`src/rtl/sprite_anim_color.sv`:
```
// sprite_anim_color: two-stage sprite pixel source (box hit test, ROM addressing, colour key)
// with a built-in static/loop/one-shot frame sequencer. Define SPRITE_HFLIP_EN to add the hflip port.
module sprite_anim_color #(
    parameter int                 WIDTH       = 112,
    parameter int                 HEIGHT      = 72,
    parameter int                 FRAMES      = 4,
    parameter int                 FRAME_W     = 2,
    parameter int                 ADDR_W      = 15,
    parameter int                 COLOR_W     = 16,
    parameter logic [COLOR_W-1:0] TRANSPARENT = 16'hffff,
    parameter int                 HOLD_TICKS  = 8
) (
    input  logic               clk,
    input  logic               rst,
    input  logic [9:0]         col,
    input  logic [8:0]         row,
    input  logic [9:0]         posx,
    input  logic [8:0]         posy,
    input  logic               frame_tick,
`ifdef SPRITE_HFLIP_EN
    input  logic               hflip,
`endif
    input  logic [1:0]         anim_mode,
    input  logic [FRAME_W-1:0] anim_base,
    input  logic [FRAME_W-1:0] anim_len,
    input  logic               anim_start,
    output logic [ADDR_W-1:0]  rom_addr,
    input  logic [COLOR_W-1:0] rom_data,
    output logic [COLOR_W-1:0] color,
    output logic               opaque,
    output logic [FRAME_W-1:0] cur_frame,
    output logic               anim_done
);
    localparam logic [ADDR_W-1:0]  FRAME_WORDS = ADDR_W'(WIDTH * HEIGHT);
    localparam logic [ADDR_W-1:0]  LINE_WORDS  = ADDR_W'(WIDTH);
    localparam logic [10:0]        BOX_W       = 11'(WIDTH);
    localparam logic [9:0]         BOX_H       = 10'(HEIGHT);
    localparam logic [9:0]         FLIP_MAX    = 10'(WIDTH - 1);
    localparam logic [FRAME_W:0]   LAST_FRAME  = (FRAME_W + 1)'(FRAMES - 1);
    localparam logic [7:0]         HOLD_LAST   = 8'(HOLD_TICKS - 1);
    localparam logic [1:0]         MODE_LOOP   = 2'b01;
    localparam logic [1:0]         MODE_ONCE   = 2'b10;

    typedef enum logic [1:0] {IDLE, RUN, DONE} state_t;

    logic [9:0]         px_q, px_d;
    logic [8:0]         py_q, py_d;
    logic               hflip_q, hflip_d;
    logic               hit1_q, hit1_d;
    logic [ADDR_W-1:0]  rom_addr_q, rom_addr_d;
    logic [COLOR_W-1:0] color_q, color_d;
    logic               opaque_q, opaque_d;
    state_t             state_q, state_d;
    logic [FRAME_W-1:0] cur_frame_q, cur_frame_d;
    logic               anim_done_q, anim_done_d;
    logic [7:0]         tick_cnt_q, tick_cnt_d;

    logic [10:0]        x_end;
    logic [9:0]         y_end;
    logic               hit_s0;
    logic [9:0]         col_raw, col_off;
    logic [8:0]         row_off;
    logic [ADDR_W-1:0]  addr_s0;

    function automatic logic [FRAME_W-1:0] clamp_frame(input logic [FRAME_W:0] f);
        return (f > LAST_FRAME) ? LAST_FRAME[FRAME_W-1:0] : f[FRAME_W-1:0];
    endfunction

    // Box ends are one bit wider than the scan coordinates, so a box hanging past the
    // right/bottom edge is clipped instead of wrapping back to column/row 0.
    assign x_end   = {1'b0, px_q} + BOX_W;
    assign y_end   = {1'b0, py_q} + BOX_H;
    assign hit_s0  = (col >= px_q) && ({1'b0, col} < x_end) &&
                     (row >= py_q) && ({1'b0, row} < y_end);
    assign col_raw = col - px_q;
    assign row_off = row - py_q;
    assign col_off = hflip_q ? (FLIP_MAX - col_raw) : col_raw;
    assign addr_s0 = ADDR_W'(cur_frame_q) * FRAME_WORDS + ADDR_W'(row_off) * LINE_WORDS
                   + ADDR_W'(col_off);

    always_comb begin
        px_d    = px_q;
        py_d    = py_q;
        hflip_d = hflip_q;
        if (frame_tick) begin
            px_d = posx;
            py_d = posy;
`ifdef SPRITE_HFLIP_EN
            hflip_d = hflip;
`else
            hflip_d = 1'b0;
`endif
        end
        hit1_d     = hit_s0;
        rom_addr_d = hit_s0 ? addr_s0 : rom_addr_q;
        color_d    = hit1_q ? rom_data : TRANSPARENT;
        opaque_d   = hit1_q && (rom_data != TRANSPARENT);
    end

    always_ff @(posedge clk or posedge rst) begin
        if (rst) begin
            px_q       <= '0;
            py_q       <= '0;
            hflip_q    <= 1'b0;
            hit1_q     <= 1'b0;
            rom_addr_q <= '0;
            color_q    <= TRANSPARENT;
            opaque_q   <= 1'b0;
        end else begin
            px_q       <= px_d;
            py_q       <= py_d;
            hflip_q    <= hflip_d;
            hit1_q     <= hit1_d;
            rom_addr_q <= rom_addr_d;
            color_q    <= color_d;
            opaque_q   <= opaque_d;
        end
    end

    logic [FRAME_W:0]   seq_last;
    logic [FRAME_W:0]   frame_inc;
    logic [FRAME_W-1:0] base_frame;
    logic               animated;

    assign seq_last   = {1'b0, anim_base} + {1'b0, anim_len};
    assign frame_inc  = {1'b0, cur_frame_q} + {{FRAME_W{1'b0}}, 1'b1};
    assign base_frame = clamp_frame({1'b0, anim_base});
    assign animated   = (anim_mode == MODE_LOOP) || (anim_mode == MODE_ONCE);

    // A start always wins over a simultaneous tick, and the frame only moves on tick/start.
    always_comb begin
        state_d     = state_q;
        cur_frame_d = cur_frame_q;
        anim_done_d = anim_done_q;
        tick_cnt_d  = tick_cnt_q;
        if (!animated) begin
            state_d     = IDLE;
            cur_frame_d = base_frame;
            anim_done_d = 1'b0;
            tick_cnt_d  = '0;
        end else begin
            case (state_q)
                IDLE: begin
                    cur_frame_d = base_frame;
                    anim_done_d = 1'b0;
                    tick_cnt_d  = '0;
                    if (anim_start) state_d = RUN;
                end
                RUN: begin
                    if (anim_start) begin
                        cur_frame_d = base_frame;
                        anim_done_d = 1'b0;
                        tick_cnt_d  = '0;
                    end else if (frame_tick) begin
                        if (tick_cnt_q == HOLD_LAST) begin
                            tick_cnt_d = '0;
                            if ({1'b0, cur_frame_q} < seq_last) begin
                                cur_frame_d = clamp_frame(frame_inc);
                            end else if (anim_mode == MODE_LOOP) begin
                                cur_frame_d = base_frame;
                            end else begin
                                state_d     = DONE;
                                anim_done_d = 1'b1;
                            end
                        end else begin
                            tick_cnt_d = tick_cnt_q + 8'd1;
                        end
                    end
                end
                DONE: begin
                    if (anim_start) begin
                        state_d     = RUN;
                        cur_frame_d = base_frame;
                        anim_done_d = 1'b0;
                        tick_cnt_d  = '0;
                    end
                end
                default: state_d = IDLE;
            endcase
        end
    end

    always_ff @(posedge clk or posedge rst) begin
        if (rst) begin
            state_q     <= IDLE;
            cur_frame_q <= '0;
            anim_done_q <= 1'b0;
            tick_cnt_q  <= '0;
        end else begin
            state_q     <= state_d;
            cur_frame_q <= cur_frame_d;
            anim_done_q <= anim_done_d;
            tick_cnt_q  <= tick_cnt_d;
        end
    end

    assign rom_addr  = rom_addr_q;
    assign color     = color_q;
    assign opaque    = opaque_q;
    assign cur_frame = cur_frame_q;
    assign anim_done = anim_done_q;
endmodule

```
`config.mk`:
```
export PLATFORM = sky130hd
export DESIGN_NAME = sprite_anim_color
export DESIGN_NICKNAME = d
export VERILOG_FILES = /design/src/rtl/sprite_anim_color.sv
export SDC_FILE = /design/constraint.sdc
export NUM_CORES = 1
export LEC_CHECK = 0
export ABC_CLOCK_PERIOD_IN_PS = 6600
export BUFFER_PORTS_ARGS = -buffer_cell sky130_fd_sc_hd__buf_4
export CAP_MARGIN = 20
export CORE_MARGIN = 5
export CORE_UTILIZATION = 58
export CTS_BUF_LIST = sky130_fd_sc_hd__clkbuf_8
export DETAILED_ROUTE_END_ITERATION = 12
export PLACE_DENSITY_LB_ADDON = 0.3
export RECOVER_POWER = 100
export SYNTH_ARGS = -nofsm -noshare
export SYNTH_HDL_FRONTEND = slang
export SYNTH_SLANG_ARGS = --single-unit
```
`constraint.sdc`:
```
create_clock -name clk -period 6.6 [get_ports clk]
set_input_delay 0.66 -clock clk [delete_from_list [all_inputs] [get_ports clk]]
set_output_delay 0.66 -clock clk [all_outputs]
set_load 0.1 [all_outputs]
```
==> metrics.csv <==
metric;value;unit
outcome;finished with violations;
failing checks;capacitance limit, slew limit;
# DRC;0;
initial antenna violation count;0;
GRT Residual Overflow;0;
CP required;6840;ps
Max-Cap Viols;3;
worst slew pin tran;3460;ps
routability cong.;0.880;
Setup Skew;8.77;ps
DR WL/cell;15.2;um
R2R depth;23;
Post-CTS Hold Buffers;0;
# setup viols final;0;
YS warnings;0;
wire length of the first global-routing pass;19300;um
# H-tree levels;3;
die width;105;um
Worst Path Max Fanout;5;
vias per std cell;5.50;
Hold Fails Final Rpt;0;
Clk pin slew, worst setup/hold paths;80;ps
Clock Latency Late Sink;350;ps
Resized Gates After CTS;0;
DR iter-0 viols;149;
RSZ-0062 raised after global routing;false;
sequential fraction of the synthesis area;0.317;
vias in the first global route;4285;
async set or reset register ratio after synthesis;1.00;
I/O pin total;99;
TritonCTS Sinks;65;
most frequent cells in the layout;ha_1 (74), inv_1 (61), buf_4 (58);
multi-input logic area;3260;sq um
initial core utilization;0.596;
Reg area;1650;sq um
Setup Buffers After CTS;0;
synthesized flop and latch total;65;
number of synthesized flops with an enable pin;0;
Clk Tree Root Cell;clkbuf_8;
Routed Wire Length;11400;um
Die Ht;105;um
nets;786;
TritonCTS Buffers;9;
Core Area;8720;sq um
GRT Overall Usage;0.209;
WS Path Type;primary input to register;
distinct cell type count after synthesis;54;
top cell type by total area after synthesis;dfrtp_1;
fillers;720;
Routed Antenna Nets;0;
clk buf depth;2;
Port Buffers;98;
Critical Path AT;5880;ps
Top FF cell, synth;dfrtp_1;
Rows;34;
detailed-route via count;4117;
Critical Path End Type;register;
total iterations of the first detailed-routing run;4;
Die ar.;11000;sq um
crit path time final;5640;ps
CTS tree;built;
dpl hpwl;9020;um
Achievable Freq;0.177;GHz
ranking of synthesized cells by area;dfrtp_1 (24%), ha_1 (18%), dfstp_2 (8.1%);
final slew viol count;125;
syn_nets;683;
synthesized area;5200;sq um
Worst Hold Depth;2;
Syn Area/Cell;9.77;sq um
worst hold path class;primary input to register;
Worst slew margin;-1.31;
largest net degree at the start of global routing;66;
Final Core Density;0.697;
Antenna diodes;0;
Area growth syn-to-layout;17.0;%
fin crit share;0.855;
commonest non-fill, non-tap cell in the layout;ha_1;
setup TNS;0;ps
share of post-route cells with drive strength above 1;0.183;
cell count after synthesis;532;
Setup crit start kind;primary input;
Yosys top cell area share;0.236;
## stage by stage
stage,hold WS [ps],cell area [sq um],setup slack [ps],cells
2_1_floorplan,467,5200,1200,532
3_3_place_gp,489,6030,876,732
3_5_place_dp,498,6030,574,732
4_1_cts,488,6240,962,748
5_1_grt,484,6080,529,748
6_report,504,6080,958,748
## synthesized netlist by cell type, types with 7 or more instances
cell type  count
a21oi_1       28
xor2_1        11
a21o_1        13
xnor2_1       34
o21ai_0       34
nor2_1        22
nor3_1         9
nand2_1       38
ha_1          74
fa_1          13
dfrtp_1       49
nand4_1       11
nor2b_1        7
inv_1         61
mux2_2        10
dfstp_2       16
nand2b_1      20
## cells by family after synthesis
kind of cell | after synthesis | synth area share
xor gates and xnor gates | 46 | 0.0804
adders and majority gates | 87 | 0.228
and+or+nand+nor | 127 | 0.124
AOI/OAI and AO/OA | 119 | 0.151
DFF | 65 | 0.317
muxes | 20 | 0.0467
buffers and inverters | 68 | 0.0522
## final timing paths
| check | startpoint | end | slack, ps |
|---|---|---|---|
| setup reg to reg | py_q[1] | rom_addr[14] | 1000 |
| max in group asynchronous | rst | px_q[9] | 3010 |
| hold reg to reg | rom_addr[11] | rom_addr[11] | 510 |
| min in group asynchronous | rst | rom_addr[11] | 1650 |
| setup / recovery | row[0] | rom_addr[14] | 960 |
| hold / removal | rom_data[9] | color[9] | 500 |
## cell type report
cell class,instances,share of cell area
Clock buffer,9,0.0204
Clock inverter,7,0.0142
Inverter,61,0.0376
Multi-Input combinational cell,399,0.535
Sequential cell,65,0.271
Tap cell,108,0.0222
Timing Repair Buffer,99,0.0994
## flip-flops by register name, summed over array words and instances, names as in the netlist, 2 cells and up
| name | flops |
|---|---|
| py_q | 9 |
| px_q | 10 |
| rom_addr | 15 |
| state_q | 2 |
| color | 16 |
| tick_cnt_q | 8 |
| cur_frame | 2 |
## metal layers
layer / up-vias / global-route usage / wire length, um
li1: 2048 / - / -
met1: 1954 / 0.256 / 4880
met2: 101 / 0.368 / 5700
met3: 14 / 0.0592 / 645
met4: 0 / 0.0466 / 160
met5: - / 0 / 0
## worst max-delay path: stages
cell and delay, ps:
clkbuf_4 110, inv_1 50, ha_1 160, inv_1 60, fa_1 390, a21o_1 190, a21oi_1 280, o21bai_1 90
a21oi_1 170, xnor2_1 350, xor3_1 450, ha_1 280, ha_1 370, xnor2_1 190, ha_1 250, ha_1 360
a2111oi_0 480, o211ai_1 190, a41oi_1 300, xnor2_1 160, xnor2_1 80, mux2_2 260
Power is left out: the tool's default activity adds up to more than one toggle a clock period on the data nets, which glitch-free logic cannot reach.
